File: src/rtl/hpdcache_mem_write_responder_if.sv
// Write-channel bundle between the HPDcache (master) and the memory-side responder (slave).
// Every channel uses valid/ready: a transfer happens on the rising clock edge where valid and ready are both high.
// Once valid is raised, the source holds it and the payload steady until that transfer.
interface hpdcache_mem_write_responder_if #(
    parameter int AddrWidth = 64,
    parameter int DataWidth = 64,
    parameter int IdWidth   = 4,
    parameter int LenWidth  = 8
);
    logic                     req_valid_i;
    logic                     req_ready_o;
    logic [AddrWidth-1:0]     req_addr_i;
    logic [LenWidth-1:0]      req_len_i;
    logic [IdWidth-1:0]       req_id_i;
    logic                     data_valid_i;
    logic                     data_ready_o;
    logic [DataWidth-1:0]     data_i;
    logic [DataWidth/8-1:0]   be_i;
    logic                     data_last_i;
    logic                     resp_valid_o;
    logic                     resp_ready_i;
    logic [IdWidth-1:0]       resp_id_o;
    logic                     resp_error_o;

    modport slave (
        input  req_valid_i, req_addr_i, req_len_i, req_id_i,
        input  data_valid_i, data_i, be_i, data_last_i,
        input  resp_ready_i,
        output req_ready_o, data_ready_o,
        output resp_valid_o, resp_id_o, resp_error_o
    );

    modport master (
        output req_valid_i, req_addr_i, req_len_i, req_id_i,
        output data_valid_i, data_i, be_i, data_last_i,
        output resp_ready_i,
        input  req_ready_o, data_ready_o,
        input  resp_valid_o, resp_id_o, resp_error_o
    );
endinterface

File: src/rtl/hpdcache_mem_write_responder.sv
// Memory-side write target: takes a header plus len+1 flits, writes each flit to a backing-store port,
// and returns one in-order {id, error} response per transaction through a small FIFO.
module hpdcache_mem_write_responder #(
    parameter int AddrWidth     = 64,
    parameter int DataWidth     = 64,
    parameter int IdWidth       = 4,
    parameter int LenWidth      = 8,
    parameter int RespFifoDepth = 4
) (
    input  logic                                          clk_i,
    input  logic                                          rst_i,
    hpdcache_mem_write_responder_if.slave                 wr,
    output logic                                          mem_we_o,
    output logic [AddrWidth-$clog2(DataWidth/8)-1:0]      mem_addr_o,
    output logic [DataWidth-1:0]                          mem_wdata_o,
    output logic [DataWidth/8-1:0]                        mem_be_o,
    output logic                                          busy_o,
    output logic                                          dbg_state_o
);
    localparam int OffW   = $clog2(DataWidth/8);
    localparam int WAddrW = AddrWidth - OffW;
    localparam int BeW    = DataWidth/8;
    localparam int PtrW   = (RespFifoDepth > 1) ? $clog2(RespFifoDepth) : 1;
    localparam int CntW   = $clog2(RespFifoDepth + 1);

    localparam logic [0:0] ST_IDLE = 1'b0;
    localparam logic [0:0] ST_DATA = 1'b1;

    typedef struct packed {
        logic [IdWidth-1:0] id;
        logic               err;
    } resp_t;

    logic [0:0]          state_q, state_d;
    logic [LenWidth-1:0] beat_q, beat_d;
    logic                err_q, err_d;
    logic [LenWidth-1:0] len_q;
    logic [IdWidth-1:0]  id_q;
    logic [WAddrW-1:0]   base_q;

    logic                mem_we_q;
    logic [WAddrW-1:0]   mem_addr_q;
    logic [DataWidth-1:0] mem_wdata_q;
    logic [BeW-1:0]      mem_be_q;

    resp_t               fifo_q [RespFifoDepth];
    logic [PtrW-1:0]     wr_ptr_q, rd_ptr_q;
    logic [CntW-1:0]     cnt_q, cnt_d;

    logic req_ready, data_ready, req_hs, data_hs;
    logic last_beat, mismatch, push, pop;
    resp_t push_entry;

    function automatic logic [PtrW-1:0] ptr_inc(input logic [PtrW-1:0] p);
        return (p == PtrW'(RespFifoDepth - 1)) ? '0 : p + 1'b1;
    endfunction

    // The response slot is reserved at header time, so a push can never meet a full FIFO.
    assign req_ready  = (state_q == ST_IDLE) && (cnt_q < CntW'(RespFifoDepth)) && !rst_i;
    assign data_ready = (state_q == ST_DATA);
    assign req_hs     = wr.req_valid_i & req_ready;
    assign data_hs    = wr.data_valid_i & data_ready;
    assign last_beat  = (beat_q == len_q);
    assign mismatch   = wr.data_last_i ^ last_beat;
    assign pop        = (cnt_q != '0) & wr.resp_ready_i;
    assign push_entry = '{id: id_q, err: err_q | mismatch};

    always_comb begin
        state_d = state_q;
        beat_d  = beat_q;
        err_d   = err_q;
        push    = 1'b0;
        case (state_q)
            ST_IDLE: begin
                if (req_hs) begin
                    state_d = ST_DATA;
                    beat_d  = '0;
                    err_d   = 1'b0;
                end
            end
            ST_DATA: begin
                // Completion is decided by the beat count alone; data_last_i only feeds the error flag.
                if (data_hs) begin
                    if (last_beat) begin
                        state_d = ST_IDLE;
                        push    = 1'b1;
                    end else begin
                        beat_d = beat_q + 1'b1;
                        err_d  = err_q | mismatch;
                    end
                end
            end
            default: state_d = ST_IDLE;
        endcase
    end

    always_comb begin
        cnt_d = cnt_q;
        if (push && !pop) cnt_d = cnt_q + 1'b1;
        else if (!push && pop) cnt_d = cnt_q - 1'b1;
    end

    always_ff @(posedge clk_i or posedge rst_i) begin
        if (rst_i) begin
            state_q     <= ST_IDLE;
            beat_q      <= '0;
            err_q       <= 1'b0;
            len_q       <= '0;
            id_q        <= '0;
            base_q      <= '0;
            mem_we_q    <= 1'b0;
            mem_addr_q  <= '0;
            mem_wdata_q <= '0;
            mem_be_q    <= '0;
            wr_ptr_q    <= '0;
            rd_ptr_q    <= '0;
            cnt_q       <= '0;
            for (int i = 0; i < RespFifoDepth; i++) fifo_q[i] <= '0;
        end else begin
            state_q  <= state_d;
            beat_q   <= beat_d;
            err_q    <= err_d;
            cnt_q    <= cnt_d;
            mem_we_q <= data_hs;
            if (req_hs) begin
                len_q  <= wr.req_len_i;
                id_q   <= wr.req_id_i;
                base_q <= wr.req_addr_i[AddrWidth-1:OffW];
            end
            // Word address wraps silently at the top of the address space.
            if (data_hs) begin
                mem_addr_q  <= base_q + WAddrW'(beat_q);
                mem_wdata_q <= wr.data_i;
                mem_be_q    <= wr.be_i;
            end
            if (push) begin
                fifo_q[wr_ptr_q] <= push_entry;
                wr_ptr_q         <= ptr_inc(wr_ptr_q);
            end
            if (pop) rd_ptr_q <= ptr_inc(rd_ptr_q);
        end
    end

    assign wr.req_ready_o  = req_ready;
    assign wr.data_ready_o = data_ready;
    assign wr.resp_valid_o = (cnt_q != '0);
    assign wr.resp_id_o    = (cnt_q != '0) ? fifo_q[rd_ptr_q].id : '0;
    assign wr.resp_error_o = (cnt_q != '0) ? fifo_q[rd_ptr_q].err : 1'b0;

    assign mem_we_o    = mem_we_q;
    assign mem_addr_o  = mem_addr_q;
    assign mem_wdata_o = mem_wdata_q;
    assign mem_be_o    = mem_be_q;
    assign busy_o      = (state_q != ST_IDLE) || (cnt_q != '0);
    assign dbg_state_o = state_q;
endmodule

File: src/flat_wrapper.sv
// flat-port wrapper written by rule: the top's interface ports become plain ports
module hpdcache_mem_write_responder_flat 
#(
    parameter int AddrWidth     = 64,
    parameter int DataWidth     = 64,
    parameter int IdWidth       = 4,
    parameter int LenWidth      = 8,
    parameter int RespFifoDepth = 4
)
  (clk_i, rst_i, mem_we_o, mem_addr_o, mem_wdata_o, mem_be_o, busy_o, dbg_state_o, wr_req_valid_i, wr_req_addr_i, wr_req_len_i, wr_req_id_i, wr_data_valid_i, wr_data_i, wr_be_i, wr_data_last_i, wr_resp_ready_i, wr_req_ready_o, wr_data_ready_o, wr_resp_valid_o, wr_resp_id_o, wr_resp_error_o);
  hpdcache_mem_write_responder_if #(.AddrWidth(AddrWidth), .DataWidth(DataWidth), .IdWidth(IdWidth), .LenWidth(LenWidth)) wr_i ();
  input  logic clk_i;
  input  logic rst_i;
  output logic mem_we_o;
  output logic [AddrWidth-$clog2(DataWidth/8)-1:0] mem_addr_o;
  output logic [DataWidth-1:0] mem_wdata_o;
  output logic [DataWidth/8-1:0] mem_be_o;
  output logic busy_o;
  output logic dbg_state_o;
  input wire logic [$bits(wr_i.req_valid_i)-1:0] wr_req_valid_i;
  input wire logic [$bits(wr_i.req_addr_i)-1:0] wr_req_addr_i;
  input wire logic [$bits(wr_i.req_len_i)-1:0] wr_req_len_i;
  input wire logic [$bits(wr_i.req_id_i)-1:0] wr_req_id_i;
  input wire logic [$bits(wr_i.data_valid_i)-1:0] wr_data_valid_i;
  input wire logic [$bits(wr_i.data_i)-1:0] wr_data_i;
  input wire logic [$bits(wr_i.be_i)-1:0] wr_be_i;
  input wire logic [$bits(wr_i.data_last_i)-1:0] wr_data_last_i;
  input wire logic [$bits(wr_i.resp_ready_i)-1:0] wr_resp_ready_i;
  output wire logic [$bits(wr_i.req_ready_o)-1:0] wr_req_ready_o;
  output wire logic [$bits(wr_i.data_ready_o)-1:0] wr_data_ready_o;
  output wire logic [$bits(wr_i.resp_valid_o)-1:0] wr_resp_valid_o;
  output wire logic [$bits(wr_i.resp_id_o)-1:0] wr_resp_id_o;
  output wire logic [$bits(wr_i.resp_error_o)-1:0] wr_resp_error_o;
  assign wr_i.req_valid_i = wr_req_valid_i;
  assign wr_i.req_addr_i = wr_req_addr_i;
  assign wr_i.req_len_i = wr_req_len_i;
  assign wr_i.req_id_i = wr_req_id_i;
  assign wr_i.data_valid_i = wr_data_valid_i;
  assign wr_i.data_i = wr_data_i;
  assign wr_i.be_i = wr_be_i;
  assign wr_i.data_last_i = wr_data_last_i;
  assign wr_i.resp_ready_i = wr_resp_ready_i;
  assign wr_req_ready_o = wr_i.req_ready_o;
  assign wr_data_ready_o = wr_i.data_ready_o;
  assign wr_resp_valid_o = wr_i.resp_valid_o;
  assign wr_resp_id_o = wr_i.resp_id_o;
  assign wr_resp_error_o = wr_i.resp_error_o;
  hpdcache_mem_write_responder #(.AddrWidth(AddrWidth), .DataWidth(DataWidth), .IdWidth(IdWidth), .LenWidth(LenWidth), .RespFifoDepth(RespFifoDepth)) u_core (.clk_i(clk_i), .rst_i(rst_i), .wr(wr_i), .mem_we_o(mem_we_o), .mem_addr_o(mem_addr_o), .mem_wdata_o(mem_wdata_o), .mem_be_o(mem_be_o), .busy_o(busy_o), .dbg_state_o(dbg_state_o));
endmodule
File: config.mk
export PLATFORM = sky130hd
export DESIGN_NAME = hpdcache_mem_write_responder_flat
export DESIGN_NICKNAME = d
export VERILOG_FILES = /design/src/rtl/hpdcache_mem_write_responder_if.sv /design/src/rtl/hpdcache_mem_write_responder.sv /design/src/flat_wrapper.sv
export SDC_FILE = /design/constraint.sdc
export NUM_CORES = 1
export LEC_CHECK = 0
export ABC_AREA = 1
export BUFFER_PORTS_ARGS = -buffer_cell sky130_fd_sc_hd__clkbuf_2
export CELL_PAD_IN_SITES_DETAIL_PLACEMENT = 0
export CELL_PAD_IN_SITES_GLOBAL_PLACEMENT = 1
export CORE_MARGIN = 2
export CORE_UTILIZATION = 35
export DETAILED_ROUTE_END_ITERATION = 16
export GPL_TIMING_DRIVEN = 0
export PLACE_DENSITY_LB_ADDON = 0.1
export SKIP_LAST_GASP = 1
export SLEW_MARGIN = 0
export SYNTH_ARGS = -nofsm -noshare
export SYNTH_HDL_FRONTEND = slang
export SYNTH_SLANG_ARGS = --single-unit
File: constraint.sdc
create_clock -name clk_i -period 7.2 [get_ports clk_i]
set_input_delay 0.36 -clock clk_i [delete_from_list [all_inputs] [get_ports clk_i]]
set_output_delay 0.36 -clock clk_i [all_outputs]
set_load 0.01 [all_outputs]
==> run metrics <==
Pwr Density=slightly below 400 mW/mm²; Finished Layout Cells=2435; Wirelength per Cell=about 17 µm; status=completed; first-pass GRT wire length=~65000 µm; CTS tree=yes; synthesized flop and latch total=between 200 and 250; Placed Cells=about 2300; htree depth=1; Yosys warning count=0; Crit Path Max Fanout=6; worst min-delay path category=primary input to flop; Min Clock Period, post-route=~2600 ps; CP Class=flop to primary output; CORE AREA=0.0344 mm²; Period Utilization, post-route=a little over a third; fin. max-slew vios=0; clock latency at the later pin of the worst-skew pair=roughly 550 ps; Fin Setup TNS=0 ps; Distinct cells, synth=33; Slew @ Worst Pin=between 800 and 900 ps; Area growth, synth to finish=28.8%; CP Capture Type=primary output; sequential-to-total area share from yosys stat=between 50% and 60%; RSZ-0062 raised after global routing=false; IO Port Bufs=~290; Sink Count=around 240; router iterations before antenna repair=6; gr ovfl total=0; Die X=roughly 190 µm; Reg power frac=38.2%; clock slew at reported path FFs=60 ps; DIE AREA=~0.036 mm²; syn_area_per_cell=approximately 7.6 µm²; initial DRC count=approximately 630; Max VDD drop=0.196 mV; maxcap violations=0; Mapped Nets=approximately 1800; logic gate share of total power=between 30% and 40%; via count=between 10000 and 15000; post_cts resized=0; largest net degree at the start of global routing=114; Layout Skew=between 10 and 15 ps; vias in the first global route=11355; GRT Total Usage=a little under a quarter; vias per cell=approximately 4.7; Mapped Area=between 0.01 and 0.015 mm²; Layout Nets=about 2100; Internal Power=3670 µW; clock network power share=25.0%; Post-CTS Repair Setup Buffers=0; hpwl dp=32600 µm; clock root buffer=clkbuf_16; # rows=68; Synth Instances=about 1600; Final Hold Viols=0; Design Power=6150 µW; NetSw=~2500 µW; relative slew slack=46.1%; total CTS buffers=28; Remaining DRCs=0; Max Fclk=roughly 380 MHz; Routed Antenna Nets=0; initial antenna violation count=2; post-layout util=a little under half; Die Y=~190 µm; ant diodes=0; Detailed Route WL=between 40000 and 50000 µm; Setup Viol. Count Final=0; Initial Util=35.4%; Placement Setup Slack=4610 ps; worst setup margin=~4600 ps; clock buffer depth=3; CP Data Required Time=about 7000 ps; leakage=0.00838 µW; share of cells above drive strength 1=between 20% and 30%; arrival time worst endpoint=2260 ps; Routability Congestion=about 0.9; switching share of power=between 40% and 50%; # IOs=approximately 300; Worst setup SP type=flop
routing by layer:
metal | GRT usage, % | share of wire, % | vias up
li1 | - | - | 5758
met1 | 30.7 | 44 | 5332
met2 | 40.0 | 48 | 324
met3 | 3.85 | 6.4 | 56
met4 | 6.05 | 2.3 | 2
met5 | 0 | 0.021 | -
synthesized netlist by cell type (all sizes together):
cell    number  area, µm²
a21boi       1       11.3
a21oi       71        355
a31oi       10       62.6
and2         1       6.26
buf         26        160
clkbuf      26       97.6
clkinv       1       5.00
dfrtp      244       6110
fa           2       40.0
ha          15        188
inv        144        541
mux2        15        169
nand2      613       2340
nand3      124        656
nand3b       6       45.0
nand4       28        175
nor2       192        776
nor3         6       30.0
o21ai       48        259
or2          5       31.3
xnor2        8       70.1
xor2         6       52.6
layout make-up:
cell class / instances / area, µm²
Fill cell: 3623 / 18700
Sequential cell: 244 / 6110
Multi-Input combinational cell: 1151 / 5260
Timing Repair Buffer: 336 / 1930
Clock buffer: 42 / 875
Tap cell: 455 / 569
Inverter: 145 / 553
Buffer: 52 / 258
Clock inverter: 10 / 125
power by group through the flow:
stage,logic [µW],clock network (µW),registers (µW)
2_1_floorplan,1320,0,2380
3_3_place_gp,2240,0,2360
3_5_place_dp,2270,0,2370
4_1_cts,2300,1570,2350
5_1_grt,2590,1630,2420
6_report,2260,1530,2350
repair_timing:
item,CTS,global route
setup endpoints to repair,0,0
hold buffers,40,0
hold endpoints to repair,91,0
final timing paths:
kind / depth (start not counted) / startpoint / end / slack (ps)
min in group asynchronous: 3 / rst_i / u_core.cnt_q[2] / 390
max: 4 / u_core.cnt_q[0] / busy_o / 4580
max in group asynchronous: 5 / rst_i / u_core.base_q[35] / 5500
min: 3 / wr_data_i[7] / u_core.mem_wdata_o[7] / 20
max reg2reg: 13 / u_core.beat_q[0] / u_core.mem_addr_o[20] / 4630
min reg2reg: 2 / u_core.mem_addr_o[60] / u_core.mem_addr_o[60] / 480
cells by family (layout without fill, tap and decap cells):
| logic type | count (synthesis) | after routing | share of synthesized area [%] |
|---|---|---|---|
| AND/OR/NAND/NOR | 975 | 975 | 33.3 |
| flip-flops | 244 | 244 | 50.2 |
| buffers and inverters | 197 | 585 | 6.60 |
| AO/OA/AOI/OAI | 130 | 130 | 5.65 |
| adder cells (fa/ha/maj) | 17 | 17 | 1.87 |
| multiplexers | 15 | 15 | 1.39 |
| XOR/XNOR | 14 | 14 | 1.01 |
critical path: stages (launching register included):
cell,delay (ps)
dfrtp_1,420
nor3_1,670
inv_1,160
or2_2,320
clkbuf_2,130
through the flow:
step	instance area (µm²)	hold WS, ps
6_report	15700	15.3
3_3_place_gp	14200	461
4_1_cts	15700	0.0370
5_1_grt	15700	2.60
3_5_place_dp	14300	415
2_1_floorplan	12200	444
state kept, by name (all words and copies together), names as in the netlist:
signal              count
u_core.fifo_q          20
u_core.mem_wdata_o     64
u_core.mem_be_o         8
u_core.err_q            1
u_core.wr_ptr_q         2
u_core.cnt_q            3
u_core.dbg_state_o      1
u_core.base_q          61
u_core.rd_ptr_q         2
u_core.mem_addr_o      61
u_core.id_q             4
u_core.len_q            8
u_core.mem_we_o         1
u_core.beat_q           8
cells in the final DEF, fill, tap and decap left out, types with 4 or more instances in the layout:
master	count
dfrtp_1	244
buf_4	5
o21ai_2	5
o21ai_0	41
nand2_2	11
clkinv_2	8
or2_2	5
nand3_1	117
ha_1	15
a31oi_1	10
inv_1	140
buf_2	17
nand3_2	7
dlygate4sd3_1	40
clkbuf_16	29
nand4_1	28
nand2_1	601
xnor2_1	8
mux2_2	15
clkbuf_2	294
nand3b_1	6
clkbuf_1	29
nor2_1	178
xor2_1	6
nor2_4	4
a21oi_1	71
clkbuf_8	10
nor3_1	6
nor2_2	10
Power figures use the tool's default switching activity.
